<file path="config.mk">
export PLATFORM = sky130hd
export DESIGN_NAME = mix_columns_serial
export DESIGN_NICKNAME = d
export VERILOG_FILES = /design/src/rtl/mix_columns_serial_pkg.sv /design/src/rtl/mix_columns_serial_mix_one_column.sv /design/src/rtl/mix_columns_serial.sv
export SDC_FILE = /design/constraint.sdc
export NUM_CORES = 1
export LEC_CHECK = 0
export BUFFER_PORTS_ARGS = -buffer_cell sky130_fd_sc_hd__buf_4
export CAP_MARGIN = 20
export CORE_MARGIN = 2
export CORE_UTILIZATION = 45
export DETAILED_ROUTE_END_ITERATION = 6
export PLACE_DENSITY = 0.84
export SLEW_MARGIN = 20
export SYNTH_ARGS = -nofsm -noshare
export SYNTH_HDL_FRONTEND = slang
export SYNTH_SLANG_ARGS = --single-unit
</file>
<file path="constraint.sdc">
create_clock -name clk -period 4.1 [get_ports clk]
set_input_delay 0.82 -clock clk [delete_from_list [all_inputs] [get_ports clk]]
set_output_delay 0.82 -clock clk [all_outputs]
set_load 0.02 [all_outputs]
</file>
<file path="src/rtl/mix_columns_serial_pkg.sv">
// Shared AES model types and constants used by the round datapath stages.
package aes_model_pack;

   localparam int COLUMN_SIZE_IN_BYTES = 4;
   localparam int STATE_SIZE_IN_BYTES  = 16;
   localparam int NUM_COLUMNS          = STATE_SIZE_IN_BYTES / COLUMN_SIZE_IN_BYTES;
   localparam int COL_IDX_W            = $clog2(NUM_COLUMNS);

   // Within a column, byte index 3 is row 0 (first byte of a packed literal).
   typedef logic [COLUMN_SIZE_IN_BYTES-1:0][7:0] column_t;

   // Column 0 occupies bits [31:0] and is the first column processed.
   typedef column_t [NUM_COLUMNS-1:0] state_t;

   typedef enum logic [1:0] {
      ST_IDLE = 2'd0,
      ST_MIX  = 2'd1,
      ST_OUT  = 2'd2
   } mix_state_e;

endpackage

</file>
<file path="src/rtl/mix_columns_serial_mix_one_column.sv">
// Combinational MixColumns of a single 4-byte column over GF(2^8).
module mix_one_column
   import aes_model_pack::*;
(
   input  column_t column,
   output column_t mixed_column
);

   // Multiply by x (i.e. by 2) modulo the AES polynomial x^8+x^4+x^3+x+1.
   function automatic logic [7:0] xtime(input logic [7:0] b);
      return {b[6:0], 1'b0} ^ (b[7] ? 8'h1b : 8'h00);
   endfunction

   logic [7:0] a0, a1, a2, a3;
   logic [7:0] x0, x1, x2, x3;

   // Row bytes of the incoming column, row 0 first.
   assign a0 = column[3];
   assign a1 = column[2];
   assign a2 = column[1];
   assign a3 = column[0];

   assign x0 = xtime(a0);
   assign x1 = xtime(a1);
   assign x2 = xtime(a2);
   assign x3 = xtime(a3);

   // Circulant matrix {2,3,1,1}: 3*a is written as xtime(a)^a.
   always_comb begin
      mixed_column[3] = x0 ^ x1 ^ a1 ^ a2 ^ a3;
      mixed_column[2] = a0 ^ x1 ^ x2 ^ a2 ^ a3;
      mixed_column[1] = a0 ^ a1 ^ x2 ^ x3 ^ a3;
      mixed_column[0] = x0 ^ a0 ^ a1 ^ a2 ^ x3;
   end

endmodule

</file>
<file path="src/rtl/mix_columns_serial.sv">
// Iterative MixColumns stage: one column per cycle through a shared
// mix_one_column, mixed in place, then held for the downstream handshake.
module mix_columns_serial
   import aes_model_pack::*;
#(
   parameter int COLUMNS = COLUMN_SIZE_IN_BYTES
) (
   input  logic   clk,
   input  logic   rst_n,
   input  logic   in_valid,
   output logic   in_ready,
   input  state_t in_state,
   input  logic   in_last_round,
   output logic   out_valid,
   input  logic   out_ready,
   output state_t out_state
);

   localparam logic [COL_IDX_W-1:0] LAST_COL = COL_IDX_W'(COLUMNS - 1);

   mix_state_e             state_q, state_d;
   logic [COL_IDX_W-1:0]   col_idx_q, col_idx_d;
   state_t                 buf_q, buf_d;
   column_t                mix_in;
   column_t                mix_out;

   assign mix_in = buf_q[col_idx_q];

   mix_one_column u_mix_one_column (
      .column       (mix_in),
      .mixed_column (mix_out)
   );

   // Next-state, in-place column write-back and handshake outputs.
   // NOTE: every signal gets a default before the case so no path leaves it
   // unassigned; otherwise synthesis would infer latches.
   always_comb begin
      // NOTE: combinational logic uses blocking '=' so later statements see
      // the updated value; the flops below use non-blocking '<='.
      state_d   = state_q;
      col_idx_d = col_idx_q;
      buf_d     = buf_q;
      in_ready  = 1'b0;
      out_valid = 1'b0;

      case (state_q)
         ST_IDLE: begin
            in_ready = 1'b1;
         end

         ST_MIX: begin
            buf_d[col_idx_q] = mix_out;
            if (col_idx_q == LAST_COL) begin
               col_idx_d = '0;
               state_d   = ST_OUT;
            end else begin
               col_idx_d = col_idx_q + 1'b1;
            end
         end

         ST_OUT: begin
            out_valid = 1'b1;
            if (out_ready) begin
               in_ready = 1'b1;
               state_d  = ST_IDLE;
            end
         end

         default: begin
            state_d   = ST_IDLE;
            col_idx_d = '0;
         end
      endcase

      // A new state can be taken from IDLE, or from OUT in the same cycle
      // the held result is consumed; the last-round flag skips the mix.
      if (in_valid && in_ready) begin
         buf_d     = in_state;
         col_idx_d = '0;
         state_d   = in_last_round ? ST_OUT : ST_MIX;
      end
   end

   // State, column counter and state buffer registers.
   // NOTE: buf_q is reset too, so out_state reads all-zero after reset and a
   // partially mixed state can never leak into the next transaction.
   always_ff @(posedge clk or negedge rst_n) begin
      if (!rst_n) begin
         state_q   <= ST_IDLE;
         col_idx_q <= '0;
         buf_q     <= '0;
      end else begin
         state_q   <= state_d;
         col_idx_q <= col_idx_d;
         buf_q     <= buf_d;
      end
   end

   assign out_state = buf_q;

endmodule
</file>
==> results of run 1 <==
[metrics by stage]
step | instances | setup slack, ps
6_report | 1075 | 1180
3_5_place_dp | 1043 | 1180
5_1_grt | 1075 | 967
3_3_place_gp | 1043 | 1250
2_1_floorplan | 594 | 1860
4_1_cts | 1075 | 1150
[kinds of logic (layout without fill, tap and decap cells)]
family / count (synthesis) / after routing / synth area share [%]
AOI/OAI and AO/OA: 245 / 245 / 19.9
adders and majority gates: 4 / 4 / 0.655
xor gates and xnor gates: 75 / 75 / 18.4
muxes: 52 / 52 / 12.0
DFF: 132 / 132 / 43.2
buffers and inverters: 54 / 315 / 3.31
and+or+nand+nor: 32 / 32 / 2.49
[synth_stat cells]
| cell type | count |
|---|---|
| inv_1 | 3 |
| and3_1 | 1 |
| xnor2_4 | 4 |
| xnor2_2 | 8 |
| buf_6 | 5 |
| a22oi_1 | 109 |
| xor3_1 | 9 |
| a31oi_1 | 1 |
| o32ai_1 | 1 |
| buf_1 | 1 |
| a221o_1 | 1 |
| ha_1 | 4 |
| xnor3_1 | 33 |
| xnor2_1 | 12 |
| mux2i_1 | 20 |
| nand2b_1 | 1 |
| xor2_1 | 7 |
| nor2_1 | 2 |
| nand3b_1 | 1 |
| clkinv_1 | 1 |
| buf_2 | 4 |
| a21oi_1 | 1 |
| xor2_2 | 1 |
| a32oi_1 | 3 |
| dfrtp_1 | 132 |
| and2_1 | 20 |
| and3b_1 | 1 |
| o21ai_1 | 89 |
| nor2b_1 | 2 |
| mux4_2 | 32 |
| o21ai_0 | 39 |
| xnor3_2 | 1 |
| clkbuf_1 | 38 |
| nand2_1 | 3 |
| buf_4 | 2 |
| nand3_1 | 1 |
| a32o_1 | 1 |
[area by class of cell]
type	count	area, µm²
clock buffer	24	502
clock inverter	8	97.6
fill	1307	6160
inverter	4	15.0
multi-input combinational	408	4130
sequential	132	3310
tap	220	275
timing repair buffer	279	2100
[registers in the layout, summed over array words and instances (netlist names)]
| signal | flops |
|---|---|
| out_state | 128 |
| col_idx_q | 2 |
| state_q | 2 |
[metal layers]
layer | global-route usage [%] | share of wire [%]
met5 | 0 | 0
met4 | 14.2 | 4.1
met3 | 5.22 | 8.3
met2 | 48.2 | 50
met1 | 38.6 | 38
[path summary, 6_finish.rpt]
kind	start	to	slack [ps]	cells after the start
setup / recovery	col_idx_q[0]	out_state[83]	1180	5
hold / removal	rst_n	out_state[45]	500	1
setup reg to reg	col_idx_q[0]	out_state[83]	1180	5
hold reg to reg	out_state[18]	out_state[18]	540	2
max in group asynchronous	rst_n	out_state[62]	2590	2
min in group clk	out_state[18]	out_state[18]	540	2
[layout by cell type (no fill, tap or decap), types with 12 or more instances in the layout]
master / count
dfrtp_1: 130
a22oi_1: 109
mux4_2: 32
buf_4: 278
xnor3_1: 33
o21ai_1: 89
o21ai_0: 39
clkbuf_16: 17
and2_1: 20
xnor2_1: 12
mux2i_1: 20
==> results.md, run 1 <==
- Clock sinks: 132
- # rows: 47
- WL/cell: 24.5 µm
- CTS Hold Bufs: 0
- CP top delay family: XOR/XNOR gates
- Unrepaired setup endpoints after global routing: false
- Clock tree buffer depth: 2
- FF+latch count, synth: 132
- Post-CTS Setup Inserts: 0
- # H-tree levels: 4
- Worst-path clk slew: 60 ps
- Min Tclk post-route: 2920 ps
- CP Capture Type: register
- Die Footprint: 18000 µm²
- Post-layout instance area: 10400 µm²
- Max-slew violations: 0
- Initial DRT Pass Iterations: 6
- Synth top area cells: dfrtp_1 43%, a22oi_1 11%, xnor3_1 9.7%
- Mapped Area: 7650 µm²
- Status: complete, no violations
- Measured slew at the worst slew-check pin: 1070 ps
- Critical path class: register to register
- DP Area: 9820 µm²
- Hold Vio Cnt, Final: 0
- Clock Tree Root: clkbuf_16
- Layout Utilization: 62.8%
- Slowest stage cell on the critical path: dfrtp_2
- Final #Nets: 979
- Tcrit/Tclk final: 71.2%
- Layout Skew: 6.49 ps
- Hold WC Path Type: input pin to async pin
- CTS tree: built
- First-pass GRT wire length: 39500 µm
- GP Congestion: 0.894
- Hpwl dp: 19200 µm
- Crit-path max cell delay: 770 ps
- Die height: 134 µm
- Hold WS: 501 ps
- Worst endpoint required time: 4430 ps
- Via count: 6569
- Crit path buffers/inverters: 1
- Fmax: 343 MHz
- N_diodes: 0
- Critical path peak fanout: 20
- Largest area contributor in the netlist: dfrtp_1
- Avg Cell Area, Syn: 12.9 µm²
- Register area share after synthesis: 43.2%
- Netlist cell types: 37
- Overflow after GRT: 0
- DRT antenna net count: 0
- Initial core utilization: 46.1%
- Initial antenna violation count: 0
- DRC viols: 0
- Die Wd: 134 µm
- I/O pins: 263
- Core footprint: 16600 µm²
- Clk Latency, worst-skew pair: 420 ps
- Setup_tns: 0 ps
- Largest net degree at the start of global routing: 100
- Post-Synthesis Cells: 594
- CP startpoint kind: register
- Post-Synthesis Net Count: 731
- Maxcap violations: 0
- Area Overhead vs Synth: 36.3%
- Iteration-0 DRC Markers: 567
- Final setup vio count: 0
- Resize count post-CTS: 0
- Proportion of netlist area held by the largest area contributor: 43.2%
- Vias in the first global route: 6676
- Port Buffers: 262
- WL final: 26300 µm
- Normalized max-slew margin: 28.6%
- Num CTS Buffers: 17
- Global Route Usage Sum: 29.6%
- Vias per Instance: 6.11
- Arrival @ worst endpoint: 3240 ps
- Share of layout cells above drive strength 1: 42.5%
- Critical path cell sequence: buf_4, mux4_2, xor3_1, xnor3_2, o21ai_1
- YS warnings: 0
Power of run 1 is left out: the tool's default activity adds up to more than one toggle a clock period on the data nets, which glitch-free logic cannot reach.
==> run 2, diff against run 1 <==
--- a/config.mk
+++ b/config.mk
@@ -5,12 +5,13 @@
 export SDC_FILE = /design/constraint.sdc
 export NUM_CORES = 1
 export LEC_CHECK = 0
+export ABC_AREA = 1
 export BUFFER_PORTS_ARGS = -buffer_cell sky130_fd_sc_hd__buf_4
 export CAP_MARGIN = 20
 export CORE_MARGIN = 2
 export CORE_UTILIZATION = 45
 export DETAILED_ROUTE_END_ITERATION = 6
-export PLACE_DENSITY = 0.84
+export PLACE_DENSITY = 0.81
 export SLEW_MARGIN = 20
 export SYNTH_ARGS = -nofsm -noshare
 export SYNTH_HDL_FRONTEND = slang
==> constraint.sdc (replaced) <==
create_clock -name clk -period 3 [get_ports clk]
set_input_delay 0.6 -clock clk [delete_from_list [all_inputs] [get_ports clk]]
set_output_delay 0.6 -clock clk [all_outputs]
set_load 0.02 [all_outputs]
==> run 2 against run 1 <==
Net effect:
- global-route usage is 2.4 points higher
- hold slack worse by 320 ps
- cell count is 92% higher
- core utilization is 3.1 points lower
- critical endpoint is now out_state[97]
- highest routed layer unchanged
==> results.md, run 2 <==
- Status: complete, no violations
- Mapped Area: 9400 µm² (+23%)
- Netlist cell types: 32 (-14%)
- Worst r2r src: col_idx_q[0]
- Min Tclk post-route: 2410 ps (-504 ps)
- Number of synthesized flops with an enable pin: 0 (unchanged)
- Largest net degree at the start of global routing: 130 (+30%)
- Fillers: 1941 (+49%)
- Synth cell count leaders: 847 x nand2_1, 265 x nand3_1, 132 x dfrtp_1
- Clock tree buffer depth: 2 (unchanged)
- Arrival @ worst endpoint: 2770 ps (-470 ps)
- Hold WC Path Type: input pin to async pin
- Proportion of netlist area held by the largest area contributor: 35.2% (-8.0 points)
- Initial core utilization: 46.1% (about the same)
- YS warnings: 0 (unchanged)
- Global Route Usage Sum: 32.0% (+2.4 points)
- CTS Hold Bufs: 0 (unchanged)
- Avg Cell Area, Syn: 6.11 µm² (-53%)
- Reg2reg path depth: 14 (+9)
- Post-Synthesis Net Count: 1674 (+130%)
- # rows: 52 (+11%)
- Area Overhead vs Synth: 29.4%
- Crit-path max cell delay: 450 ps (-320 ps)
- GP Congestion: 0.962 (+7.6%)
- Core footprint: 20400 µm² (+23%)
- WL final: 35600 µm (+35%)
- Largest area contributor in the netlist: dfrtp_1
- Port Buffers: 262 (unchanged)
- Initial DRT Pass Iterations: 6 (unchanged)
- Overflow after GRT: 0 (unchanged)
- Fmax: 414 MHz (+21%)
- Reg2Reg Setup Slack: 590 ps (-600 ps)
- Maxcap violations: 0 (unchanged)
- Clk Latency, worst-skew pair: 430 ps (about the same)
- Layout Skew: 10.3 ps (+3.78 ps)
- Die Wd: 148 µm (+11%)
- Top-count cell post-synth: nand2_1
- Fin cells: 2059 (+92%)
- Most used cell, CP: nand2_1
- Worst slack, placed: 612 ps (-566 ps)
- Register area share after synthesis: 35.2% (-8.0 points)
- Resize count post-CTS: 0 (unchanged)
- Hold WS: 182 ps (-319 ps)
- Hpwl dp: 26100 µm (+36%)
- Final #Nets: 1913 (+95%)
- Critical path peak fanout: 36 (+80%)
- First-pass GRT wire length: 55400 µm (+40%)
- Normalized max-slew margin: 40.3% (+12 points)
- Share of layout cells above drive strength 1: 22.0% (-20 points)
- Final setup vio count: 0 (unchanged)
- Cells after DPL: 2027 (+94%)
- Top_reg_cell synth: dfrtp_1
- Synth top area cells: dfrtp_1 35%, nand2_1 34%, nand3_1 14%
- Critical path class: register to register
- Num CTS Buffers: 17 (unchanged)
- Worst-path clk slew: 60 ps (about the same)
- CP top delay family: simple AND/OR/NAND/NOR gates
- Clock sinks: 132 (unchanged)
- R2R Path End: out_state[97]
- Critical path cell sequence: inv_6, buf_4, nand2_1, nand2_1, nand2_1, nand2_1, nand2_1, nand2_1, nand2_1, nand2_1, nand2_1, nand2_2, nand2_1, a21oi_2
- Crit path buffers/inverters: 2 (+1)
- Post-CTS Setup Inserts: 0 (unchanged)
- Vias per Instance: 5.47 (-10%)
- WL/cell: 17.3 µm (-29%)
- Slowest stage cell on the critical path: dfrtp_2
- Most common cell after layout, fill and taps aside: nand2_1
- Unrepaired setup endpoints after global routing: false
- # H-tree levels: 4 (unchanged)
- Hold Vio Cnt, Final: 0 (unchanged)
- Clock Tree Root: clkbuf_16
- DRT antenna net count: 0 (unchanged)
- Vias in the first global route: 10700 (+60%)
- I/O pins: 263 (unchanged)
- Max reg flops: 128 (unchanged)
- FF+latch count, synth: 132 (unchanged)
- Max-slew violations: 0 (unchanged)
- Via count: 11300 (+72%)
- Setup ws final: 587 ps (-596 ps)
- Initial antenna violation count: 0 (unchanged)
- Fraction of registers with async set/reset: 100% (unchanged)
- Setup_tns: 0 ps (unchanged)
- CTS tree: built
- Iteration-0 DRC Markers: 1032 (+82%)
- Worst endpoint required time: 3350 ps (-1080 ps)
- Die height: 148 µm (+11%)
- CP Capture Type: register
- Most frequent cells in the layout: 847 x nand2_1, 281 x buf_4, 265 x nand3_1
- N_diodes: 0 (unchanged)
- Post-Synthesis Cells: 1537 (+160%)
- CP startpoint kind: register
- Measured slew at the worst slew-check pin: 895 ps (-173 ps)
- Die Footprint: 22100 µm² (+22%)
- DRC viols: 0 (unchanged)
- Tcrit/Tclk final: 80.4% (+9.3 points)
==> run 2: cell types whose count changed after synthesis, moves of 42 or more <==
cell and change:
nand3_1 +264, nand2_1 +844, nor2_1 +42, a22oi_1 -109, inv_1 +54, o21ai_1 -89
==> run 2: worst register-to-register path, stage by stage, from the launching register on <==
cell and delay (ps):
dfrtp_2 450, inv_6 230, buf_4 360, nand2_1 130, nand2_1 80, nand2_1 50, nand2_1 200, nand2_1 80
nand2_1 130, nand2_1 70, nand2_1 110, nand2_1 80, nand2_2 170, nand2_1 100, a21oi_2 120
==> run 2: worst max-delay path by stage <==
stage | to | slack [ps] | cells after the start | start
after floorplan | out_state[103] | 970 | 10 | out_ready
after global placement | out_state[22] | 710 | 9 | out_ready
after detailed placement | out_state[4] | 610 | 9 | out_ready
after CTS | out_state[97] | 680 | 15 | col_idx_q[0]
after global routing | out_state[65] | 410 | 15 | col_idx_q[0]
final | out_state[97] | 590 | 14 | col_idx_q[0]
==> run 2: through the flow <==
stage               cell area, µm²  utilization, %
finish                       12200            59.7
global route                 12200            59.7
CTS                          12200            59.7
detailed placement           11600            56.8
global placement             11600            56.8
floorplan                     9400               -
==> run 2: area by class of cell <==
| type | instances | area, µm² | share of cell area, % |
|---|---|---|---|
| Tap cell | 270 | 338 | 2.78 |
| Timing Repair Buffer | 287 | 2220 | 18.3 |
| Sequential cell | 132 | 3310 | 27.2 |
| Multi-Input combinational cell | 1261 | 5400 | 44.4 |
| Clock buffer | 18 | 439 | 3.61 |
| Clock inverter | 14 | 153 | 1.26 |
| Inverter | 77 | 300 | 2.47 |
==> run 2: kinds of logic (layout without fill, tap and decap cells) <==
logic type	after synthesis	count (layout)	share of synthesized area (%)
simple gates	1209	1209	53.8
buf+inv	144	396	7.34
flops	132	132	35.2
compound gates	44	44	2.68
fa+ha+maj	4	4	0.533
xor+xnor	4	4	0.533
==> run 2: metal layers <==
layer	GRT usage, %	wire length, µm	vias up	share of wire, %
met3	5.18	3190	125	8.9
met1	39.3	13400	5132	38
li1	-	-	5335	-
met2	54.9	17400	674	49
met4	15.1	1620	0	4.5
met5	0	0	-	0
Power of run 2 is left out for the same reason.
